File: src/rtl/work_link_defs.sv
// rtl/work_link_defs.sv - shared work-link constants, UART framing and byte order
package work_link_defs;

    // One work unit is 64 bytes: bytes 0..31 are data2 LSB-first, bytes 32..63 midstate LSB-first
    localparam int WORK_BYTES     = 64;
    localparam int WORK_BITS      = 512;

    // UART 8N1 framing
    localparam int   UART_DATA_BITS = 8;
    localparam logic UART_START_BIT = 1'b0;
    localparam logic UART_STOP_BIT  = 1'b1;

    typedef enum logic [1:0] {
        TX_IDLE,
        TX_START,
        TX_DATA,
        TX_STOP
    } tx_state_t;

    // Wire order of the frame: the LSB of the packed word goes out first
    function automatic logic [WORK_BITS-1:0] pack_work(input logic [255:0] midstate,
                                                       input logic [255:0] data2);
        return {midstate, data2};
    endfunction

endpackage

File: src/rtl/uart_tx_byte.sv
// rtl/uart_tx_byte.sv - one UART 8N1 byte: baud timing and START/DATA/STOP sequencing
module uart_tx_byte
    import work_link_defs::*;
#(
    parameter int CLKS_PER_BIT = 434
) (
    input  logic clk,
    input  logic reset_n,
    input  logic go,
    input  logic bit_in,
    output logic txd,
    output logic shift,
    output logic done
);

    localparam int             BW        = $clog2(CLKS_PER_BIT);
    localparam logic [BW-1:0]  BAUD_LAST = BW'(CLKS_PER_BIT - 1);
    localparam logic [2:0]     BIT_LAST  = 3'(UART_DATA_BITS - 1);

    tx_state_t     state_q;
    tx_state_t     state_d;
    logic [BW-1:0] baud_q;
    logic [2:0]    bit_q;
    logic          txd_q;
    logic          txd_d;
    logic          bit_end;

    assign bit_end = (baud_q == BAUD_LAST);
    assign txd     = txd_q;

    // State, baud/bit counters and the registered line value
    always_ff @(posedge clk or negedge reset_n) begin
        if (!reset_n) begin
            state_q <= TX_IDLE;
            baud_q  <= '0;
            bit_q   <= '0;
            txd_q   <= UART_STOP_BIT;
        end else begin
            state_q <= state_d;
            txd_q   <= txd_d;
            if (state_q == TX_IDLE || bit_end) begin
                baud_q <= '0;
            end else begin
                baud_q <= baud_q + 1'b1;
            end
            if (state_q != TX_DATA) begin
                bit_q <= '0;
            end else if (bit_end) begin
                bit_q <= bit_q + 1'b1;
            end
        end
    end

    // Next state: each phase lasts one bit time; a go during the last stop cycle chains the next byte
    always_comb begin
        state_d = state_q;
        case (state_q)
            TX_IDLE:  if (go) state_d = TX_START;
            TX_START: if (bit_end) state_d = TX_DATA;
            TX_DATA:  if (bit_end && bit_q == BIT_LAST) state_d = TX_STOP;
            TX_STOP:  if (bit_end) state_d = go ? TX_START : TX_IDLE;
            default:  state_d = TX_IDLE;
        endcase
    end

    // Outputs: next line value, shift request (one per data bit, taken as the bit is launched) and done
    always_comb begin
        txd_d = txd_q;
        shift = 1'b0;
        done  = 1'b0;
        case (state_q)
            TX_IDLE: begin
                txd_d = go ? UART_START_BIT : UART_STOP_BIT;
            end
            TX_START: begin
                if (bit_end) begin
                    txd_d = bit_in;
                    shift = 1'b1;
                end
            end
            TX_DATA: begin
                if (bit_end) begin
                    if (bit_q == BIT_LAST) begin
                        txd_d = UART_STOP_BIT;
                    end else begin
                        txd_d = bit_in;
                        shift = 1'b1;
                    end
                end
            end
            TX_STOP: begin
                if (bit_end) begin
                    done  = 1'b1;
                    txd_d = go ? UART_START_BIT : UART_STOP_BIT;
                end
            end
            default: txd_d = UART_STOP_BIT;
        endcase
    end

endmodule

File: src/rtl/work_uart_tx.sv
// rtl/work_uart_tx.sv - 512-bit work unit serializer over UART 8N1 (option: WORK_TX_CHECKSUM_EN)
module work_uart_tx
    import work_link_defs::*;
#(
    parameter int CLKS_PER_BIT = 434
) (
    input  logic         clk,
    input  logic         reset_n,
    input  logic [255:0] midstate,
    input  logic [255:0] data2,
    input  logic         load,
    output logic         ready,
    output logic         TxD,
    output logic         frame_done
);

`ifdef WORK_TX_CHECKSUM_EN
    localparam int CW          = 7;
    localparam int FRAME_BYTES = WORK_BYTES + 1;
`else
    localparam int CW          = 6;
    localparam int FRAME_BYTES = WORK_BYTES;
`endif
    localparam logic [CW-1:0] LAST_BYTE = CW'(FRAME_BYTES - 1);

    logic [WORK_BITS-1:0] shreg_q;
    logic [CW-1:0]        byte_q;
    logic                 ready_q;
    logic                 done_q;
    logic                 accept;
    logic                 go;
    logic                 shift;
    logic                 byte_done;
    logic                 last_byte;

    assign accept     = load && ready_q;
    assign last_byte  = (byte_q == LAST_BYTE);
    assign go         = accept || (byte_done && !last_byte);
    assign ready      = ready_q;
    assign frame_done = done_q;

    uart_tx_byte #(
        .CLKS_PER_BIT (CLKS_PER_BIT)
    ) u_byte (
        .clk     (clk),
        .reset_n (reset_n),
        .go      (go),
        .bit_in  (shreg_q[0]),
        .txd     (TxD),
        .shift   (shift),
        .done    (byte_done)
    );

    // Outer handshake: busy from accept until the last stop bit, then ready and frame_done together
    always_ff @(posedge clk or negedge reset_n) begin
        if (!reset_n) begin
            ready_q <= 1'b1;
            done_q  <= 1'b0;
        end else begin
            done_q <= byte_done && last_byte;
            if (accept) begin
                ready_q <= 1'b0;
            end else if (byte_done && last_byte) begin
                ready_q <= 1'b1;
            end
        end
    end

    // Byte counter: index of the byte on the line
    always_ff @(posedge clk or negedge reset_n) begin
        if (!reset_n) begin
            byte_q <= '0;
        end else if (accept) begin
            byte_q <= '0;
        end else if (byte_done && !last_byte) begin
            byte_q <= byte_q + 1'b1;
        end
    end

`ifdef WORK_TX_CHECKSUM_EN
    logic [7:0] csum_q;
    logic       csum_next;

    // After the last work byte the emptied register is reloaded with the checksum byte
    assign csum_next = byte_done && (byte_q == CW'(WORK_BYTES - 1));

    // Running XOR of every work byte as it starts on the line
    always_ff @(posedge clk or negedge reset_n) begin
        if (!reset_n) begin
            csum_q <= '0;
        end else if (accept) begin
            csum_q <= data2[7:0];
        end else if (byte_done && byte_q < CW'(WORK_BYTES - 1)) begin
            csum_q <= csum_q ^ shreg_q[7:0];
        end
    end
`endif

    // Work shift register: latched on accept, shifted right once per data bit
    always_ff @(posedge clk or negedge reset_n) begin
        if (!reset_n) begin
            shreg_q <= '0;
        end else if (accept) begin
            shreg_q <= pack_work(midstate, data2);
        end else if (shift) begin
            shreg_q <= shreg_q >> 1;
`ifdef WORK_TX_CHECKSUM_EN
        end else if (csum_next) begin
            shreg_q <= {{(WORK_BITS - 8){1'b0}}, csum_q};
`endif
        end
    end

endmodule

File: config.mk
export PLATFORM = sky130hd
export DESIGN_NAME = work_uart_tx
export DESIGN_NICKNAME = d
export VERILOG_FILES = /design/src/rtl/work_link_defs.sv /design/src/rtl/uart_tx_byte.sv /design/src/rtl/work_uart_tx.sv
export SDC_FILE = /design/constraint.sdc
export NUM_CORES = 1
export LEC_CHECK = 0
export ABC_AREA = 1
export ABC_CLOCK_PERIOD_IN_PS = 2400
export BUFFER_PORTS_ARGS = -buffer_cell sky130_fd_sc_hd__buf_2
export CAP_MARGIN = 0
export CORE_MARGIN = 2
export CORE_UTILIZATION = 45
export CTS_BUF_LIST = sky130_fd_sc_hd__clkbuf_16
export CTS_CLUSTER_SIZE = 14
export DETAILED_ROUTE_END_ITERATION = 8
export GPL_TIMING_DRIVEN = 0
export PLACE_DENSITY = 0.68
export SETUP_SLACK_MARGIN = 0.5
export SLEW_MARGIN = 15
export SYNTH_ARGS = -nofsm -noshare
export SYNTH_HDL_FRONTEND = slang
export SYNTH_HIERARCHICAL = 1
export SYNTH_SLANG_ARGS = --single-unit
File: constraint.sdc
create_clock -name clk -period 2.4 [get_ports clk]
set_input_delay 0.48 -clock clk [delete_from_list [all_inputs] [get_ports clk]]
set_output_delay 0.48 -clock clk [all_outputs]
set_load 0.005 [all_outputs]
==> results of run 1 <==
-- path summary, 6_finish.rpt --
path                                 startpoint            to  slack [ns]  cells past startpoint
worst max-delay path            u_byte/bit_q[0]  shreg_q[225]        0.37                     12
worst min-delay path              midstate[255]  shreg_q[511]         0.1                      3
worst max register to register  u_byte/bit_q[0]  shreg_q[225]        0.37                     12
worst min register to register     shreg_q[497]  shreg_q[497]        0.48                      2
max in group asynchronous               reset_n  shreg_q[324]        0.73                      5
min in group asynchronous               reset_n   shreg_q[64]        0.47                      3
-- layout make-up --
type / instances / area share (%)
inverter: 29 / 0.346
timing repair buffer: 565 / 10.8
clock inverter: 43 / 0.922
buffer: 228 / 6.23
tap: 696 / 2.77
sequential: 535 / 42.5
antenna: 41 / 0.326
clock buffer: 57 / 4.53
multi-input combinational: 2178 / 31.5
-- metal layers --
metal  vias up  wire length (µm)
met5         -               261
met4        38              2190
met3       156              4040
met2       558             34000
met1     10600             31500
li1      11200                 -
-- what timing repair did --
| item | 4_1_cts | 5_1_grt |
|---|---|---|
| hold endpoints to repair | 50 | 0 |
| setup buffers | 17 | 7 |
| pin swaps | 3 | 42 |
| hold buffers | 2 | 0 |
| gates resized for setup | 233 | 124 |
| gates cloned | 2 | 14 |
| endpoints found under the setup margin | 518 | 615 |
-- stage by stage --
step | setup TNS [ns] | setup WS [ns] | instances | instance area [µm²]
after floorplan | 0 | 0.486 | 2970 | 24300
after detailed placement | -129.01 | -0.319 | 4189 | 27900
after CTS | 0 | 0.388 | 4310 | 30700
after global routing | 0 | 0.242 | 4359 | 31500
final | 0 | 0.367 | 4372 | 31500
after global placement | -5624.93 | -10.41 | 4183 | 27700
-- report_power, final --
group | internal, mW | total [mW] | leakage [nW] | switching (mW)
Sequential | 12.3 | 14.1 | 6.25 | 1.84
Clock | 4.69 | 8.29 | 0.891 | 3.60
Combinational | 2.52 | 5.32 | 8.33 | 2.80
Total | 19.5 | 27.7 | 15.5 | 8.24
-- sequential cells by signal (all words and copies together), names as in the netlist --
| name | flops |
|---|---|
| u_byte/bit_q | 3 |
| frame_done | 1 |
| u_byte/baud_q | 9 |
| byte_q | 6 |
| u_byte/txd | 1 |
| ready | 1 |
| u_byte/state_q | 2 |
| shreg_q | 512 |
-- cells by family after synthesis --
group,synth area share [%]
AO/OA/AOI/OAI,21.4
adder cells (fa/ha/maj),0.516
buffers and inverters,5.00
flip-flops,55.2
AND/OR/NAND/NOR,17.9
-- layout by cell type, fill, tap and decap left out, types with 4 or more instances in the layout --
master / count
o21ai_0: 19
clkbuf_4: 6
inv_1: 36
dfrtp_1: 532
o21ai_2: 12
buf_12: 10
buf_6: 47
bufinv_16: 4
clkinv_2: 12
buf_2: 569
clkbuf_16: 72
buf_8: 29
clkinv_1: 14
clkbuf_1: 51
o21ai_1: 486
clkbuf_8: 14
ha_1: 7
nand2_4: 12
nand2_2: 8
a21oi_2: 16
nor2_1: 530
nor2_4: 5
buf_4: 43
diode_2: 41
buf_16: 8
inv_2: 4
a21oi_1: 495
nand2_1: 545
nand3_1: 26
-- critical path: stages, from the launching register on --
cell and delay (ns):
dfrtp_1 0.39, ha_1 0.21, ha_2 0.18, o21ai_1 0.12
nand2_1 0.09, nor2_4 0.10, buf_8 0.16, nor2_4 0.05
buf_12 0.15, buf_12 0.16, clkbuf_16 0.16, nand2_1 0.06
o21ai_1 0.06
==> key figures, run 1 <==
Outcome
  • Run status: finished clean

Worst setup path
  • Maximum net fanout on the critical path: 9
  • Worst endpoint data arrival time: 2.51 ns
  • Worst setup path class: reg2reg
  • Element type at the critical path end: flip-flop
  • Startpoint Class: flip-flop
  • Critical path required time: roughly 2.9 ns

STA
  • Unrepaired setup endpoints after global routing: true
  • Final setup violating endpoints: 0
  • Count of final hold-check violations: 0
  • Achievable Freq: 492 MHz
  • Worst-case hold slack: 0.0993 ns
  • Max_slew headroom: 57.4%
  • Fin. max-slew vios: 0
  • Worst Clk Skew: 0.0140 ns
  • Final period utilization: 84.7%
  • Min cycle time layout: 2.03 ns
  • Slew at the pin closest to its max-slew limit: 0.638 ns

Cells and area
  • Area taken by multi-input logic gates: approximately 9900 µm²
  • Fillcell total: 4973
  • Fraction of final layout cells with drive strength greater than 1: 24.3%
  • P&R area growth vs syn: 29.9%
  • Footprint of the flip-flops and latches: 13400 µm²
  • Number of nets in the layout: 4117
  • End-of-flow core utilization: 58.9%

Floorplanning
  • Die height: 236 µm
  • Die area: between 50000 and 60000 µm²
  • Core area: 53500 µm²
  • Horizontal die dimension: around 240 µm
  • # rows: 85
  • Number of primary I/O pins: 518
  • Initial Utilization: 45.3%

Global routing
  • Met3 Use GR: under 10%
  • Met1 Usage GRT: 33.0%
  • Total global-route track usage: 25.1%
  • Met2 usage: about two fifths
  • Global-route wire length before repair: 113000 µm
  • Vias in the first global route: 21900
  • Maximum number of pins on one net before global-route repair: 101
  • Layer with the highest usage: met2
  • Antenna violations before repair: 55
  • Total gr overflow: 0

Flow run
  • Max Cap Violations: 0

Synthesis
  • Seq cells post-synth: 535
  • Primary FF master, synth: dfrtp_1
  • Number of unique standard cell types used by synthesis: 24
  • Post-synth top area share: around 55%
  • Number of instances in the synthesized netlist: just under 3000
  • Synth top area cells: dfrtp_1 55%, a21oi_1 11%, o21ai_1 9.6%
  • Number of enable-type register cells in the synthesized netlist: 0
  • Fraction of registers with async set/reset: 100%
  • Synthesized netlist net count: 3495
  • Leading cell type by number of instances after synthesis: nand2_1
  • Syn_area_per_cell: slightly above 8 µm²
  • Cell area after synthesis: 24200 µm²
  • Most area-hungry cell type in the Yosys netlist: dfrtp_1
  • Commonest cells post-synth: 562 x nand2_1, 533 x dfrtp_1, 532 x nor2_1, 513 x a21oi_1, 465 x o21ai_1
  • Register area share after synthesis: 55.2%
  • Number of synthesis warnings: 6

Route
  • Routed Antenna Nets: 0
  • Detail-routed via count per cell: 5.16
  • Iteration count of the initial detailed-routing pass: 5
  • Routed length per instance: 16.5 µm
  • Remaining DRCs: 0
  • Number of DRC markers after the initial detailed-route iteration: 1485
  • Total wire length: about 72000 µm
  • Total number of vias: about 23000

Placed design
  • Final HPWL DP: 50900 µm
  • Final weighted congestion in routability-driven placement: 0.860
  • I/O Buffers: approximately 520

Clock tree
  • TritonCTS clock tree: built
  • Clock tree root buffer cell: clkbuf_16
  • Clock transition time at the flip-flop clock pins of the worst setup and hold paths: 0.06 ns
  • Clock Sink Count: between 500 and 600
  • Max clock buf depth: 3
  • Number of levels the H-tree was split into: 2
  • Number of buffers created by CTS: 55
  • Latest clock arrival within the worst-skew pair: 0.60 ns

Pwr
  • Overall power consumption: 27.7 mW
  • Cell leakage power: 15.5 nW
  • Peak supply drop: 584 µV
  • Cell area power density: 880 nW/µm²

Worst hold path
  • Min-delay worst type: in2reg
Note: power is estimated with default switching activity, not from simulation.
==> run 2: changes to the inputs <==
--- a/config.mk
+++ b/config.mk
@@ -6,7 +6,7 @@
 export NUM_CORES = 1
 export LEC_CHECK = 0
 export ABC_AREA = 1
-export ABC_CLOCK_PERIOD_IN_PS = 2400
+export ABC_CLOCK_PERIOD_IN_PS = 1800
 export BUFFER_PORTS_ARGS = -buffer_cell sky130_fd_sc_hd__buf_2
 export CAP_MARGIN = 0
 export CORE_MARGIN = 2
@@ -15,7 +15,7 @@
 export CTS_CLUSTER_SIZE = 14
 export DETAILED_ROUTE_END_ITERATION = 8
 export GPL_TIMING_DRIVEN = 0
-export PLACE_DENSITY = 0.68
+export PLACE_DENSITY = 0.71
 export SETUP_SLACK_MARGIN = 0.5
 export SLEW_MARGIN = 15
 export SYNTH_ARGS = -nofsm -noshare
==> constraint.sdc (replaced) <==
create_clock -name clk -period 1.8 [get_ports clk]
set_input_delay 0.36 -clock clk [delete_from_list [all_inputs] [get_ports clk]]
set_output_delay 0.36 -clock clk [all_outputs]
set_load 0.005 [all_outputs]
==> key figures, run 2 (same netlist as run 1, synthesis figures left out) <==
Outcome
  • Run status: complete, but fails checks
  • Violations in the final reports: hold timing, setup timing

Clock tree
  • Clock tree root buffer cell: clkbuf_16
  • Latest clock arrival within the worst-skew pair: 0.61 ns (about the same)
  • Number of levels the H-tree was split into: 2 (unchanged)
  • Max clock buf depth: 3 (unchanged)
  • Number of buffers created by CTS: 57 (+3.6%)
  • TritonCTS clock tree: built
  • Number of buffers added to fix hold violations after cts: 212 (+210)
  • Clock Sink Count: 535 (unchanged)
  • Clock transition time at the flip-flop clock pins of the worst setup and hold paths: 0.06 ns (about the same)

Placed design
  • Final HPWL DP: 51500 µm (+1.2%)
  • Area of placed instances: 28200 µm² (+1.1%)
  • I/O Buffers: 517 (unchanged)
  • Placement-stage worst setup slack: -0.615 ns (-0.296 ns)
  • Final weighted congestion in routability-driven placement: 0.876 (+1.9%)

Route
  • Routed Antenna Nets: 0 (unchanged)
  • Remaining DRCs: 0 (unchanged)
  • Total wire length: 80900 µm (+12%)
  • Total number of vias: 24500 (+8.6%)
  • Iteration count of the initial detailed-routing pass: 5 (unchanged)
  • Number of DRC markers after the initial detailed-route iteration: 1824 (+23%)
  • Routed length per instance: 17.6 µm (+6.9%)
  • Detail-routed via count per cell: 5.32 (+3.2%)

Worst setup path
  • Startpoint Class: flip-flop
  • Largest stage delay on the critical path: 0.44 ns (+0.05 ns)
  • Slowest stage cell on the critical path: dfrtp_2
  • Critical path required time: 2.28 ns (-0.59 ns)
  • Worst setup path class: reg2reg
  • Worst endpoint data arrival time: 2.72 ns (+0.21 ns)
  • Maximum net fanout on the critical path: 6 (-3)
  • Element type at the critical path end: flip-flop
  • Ordered list of cells on the worst path: inv_4, ha_4, inv_4, o21ai_2, nand2_1, nor2_4, buf_12, buf_12, clkbuf_16, buf_8, a21oi_2, o21ai_1

STA
  • Final period utilization: 124% (+39 points)
  • Worst-case hold slack: -0.278 ns (-0.377 ns)
  • Unrepaired setup endpoints after global routing: true
  • Worst Clk Skew: 0.0158 ns (+0.00188 ns)
  • Final setup violating endpoints: 512 (+512)
  • Count of final hold-check violations: 68 (+68)
  • Max_slew headroom: 62.5% (+5.1 points)
  • Final Worst Setup Slack: -0.435 ns (-0.803 ns)
  • Min cycle time layout: 2.24 ns (+0.203 ns)
  • Slew at the pin closest to its max-slew limit: 0.562 ns (-0.0761 ns)
  • Fin. max-slew vios: 0 (unchanged)
  • Achievable Freq: 447 MHz (-9.1%)

Worst hold path
  • Min-delay worst type: in2async

Pwr
  • Cell area power density: 1110 nW/µm² (+26%)
  • Peak supply drop: 932 µV (+59%)
  • Overall power consumption: 39.0 mW (+41%)
  • Cell leakage power: 16.9 nW (+9.2%)

Floorplanning
  • Initial Utilization: 45.3% (unchanged)
  • Core area: 53500 µm² (unchanged)
  • Horizontal die dimension: 236 µm (unchanged)
  • Die area: 55700 µm² (unchanged)
  • # rows: 85 (unchanged)
  • Number of primary I/O pins: 518 (unchanged)
  • Die height: 236 µm (unchanged)

Global routing
  • Total global-route track usage: 26.9% (+1.9 points)
  • Vias in the first global route: 23400 (+6.9%)
  • Antenna violations before repair: 26 (-53%)
  • Maximum number of pins on one net before global-route repair: 105 (+4.0%)
  • Total gr overflow: 0 (unchanged)
  • Global-route wire length before repair: 121000 µm (+7.5%)

Cells and area
  • Cell area after layout: 35200 µm² (+12%)
  • Largest register by flop count: shreg_q
  • Number of nets in the layout: 4361 (+5.9%)
  • Fraction of final layout cells with drive strength greater than 1: 27.4% (+3.2 points)
  • Largest register FFs: 512 (unchanged)
  • Most frequent cells in the layout: 567 x buf_2, 531 x dfrtp_1, 529 x nor2_1
  • End-of-flow core utilization: 65.9% (+7.0 points)
  • Leading cell type in the layout, fill and taps excluded: buf_2
  • Largest registers in the final layout: shreg_q x512, u_byte/baud_q x9, byte_q x6
  • P&R area growth vs syn: 45.3%

Flow run
  • Max Cap Violations: 0 (unchanged)
-- run 2: cell types whose count changed in the layout (fill, tap and decap cells not counted), moves of 30 or more --
cell,change
a21oi_1,-53
a21oi_2,+44
buf_8,+36
dlygate4sd3_1,+211
nand2_1,-58
nand2_2,+49
o21ai_2,+30
-- run 2: cell type report --
type                    count  area, µm²
plain buffers             228       2240
fillers                  4223      18300
well taps                 696        871
clock buffers              59       1480
repair buffers            807       6210
flip-flops and latches    535      13400
inverters                  29        114
clock inverters            48        368
multi-input cells        2178      10500
diodes                     20       50.0
-- run 2: repair_timing --
item | in CTS | in global routing
setup buffers | 15 | 13
endpoints found under the hold margin | 280 | 68
gates resized for setup | 199 | 292
endpoints found under the setup margin | 633 | 642
cloned | 8 | 37
pin swaps | 3 | 145
-- run 2: per-layer routing --
metal  global-route usage, %  share of wire, %  vias up
met2                    45.0                49      873
met1                    35.9                42    11700
met3                    4.75               6.2      205
met4                    8.28               3.0       22
met5                       0              0.14        -
li1                        -                 -    11600
-- run 2: critical path: cells and delay by family, from the launching register on --
kind / cells / cell delay [ns]
simple gates: 2 / 0.23
flops: 1 / 0.44
fa+ha+maj: 1 / 0.16
compound gates: 3 / 0.51
buf+inv: 6 / 0.77
-- run 2: power by group --
group          switching, mW  internal [mW]  leakage (nW)
Combinational           4.16           3.95          9.72
Clock                   4.99           6.76         0.932
Sequential              2.78           16.3          6.25
-- run 2: final timing paths --
| check | startpoint | to | slack (ns) | depth (start not counted) |
|---|---|---|---|---|
| setup / recovery | u_byte/state_q[0] | shreg_q[232] | -0.44 | 12 |
| hold / removal | reset_n | shreg_q[88] | -0.28 | 1 |
| setup reg to reg | u_byte/state_q[0] | shreg_q[232] | -0.44 | 12 |
| hold reg to reg | u_byte/baud_q[0] | u_byte/baud_q[0] | 0.47 | 1 |
| max in group asynchronous | reset_n | shreg_q[374] | 0.21 | 4 |
| min in group clk | midstate[22] | shreg_q[278] | 0.02 | 3 |
-- run 2: per-stage QoR --
| step | std cells | TNS, ns |
|---|---|---|
| after CTS | 4530 | -84.48 |
| after detailed placement | 4188 | -325.19 |
| final | 4600 | -102.25 |
| after global placement | 4183 | -6027.33 |
| after global routing | 4592 | -153.87 |
| after floorplan | 2970 | 0 |
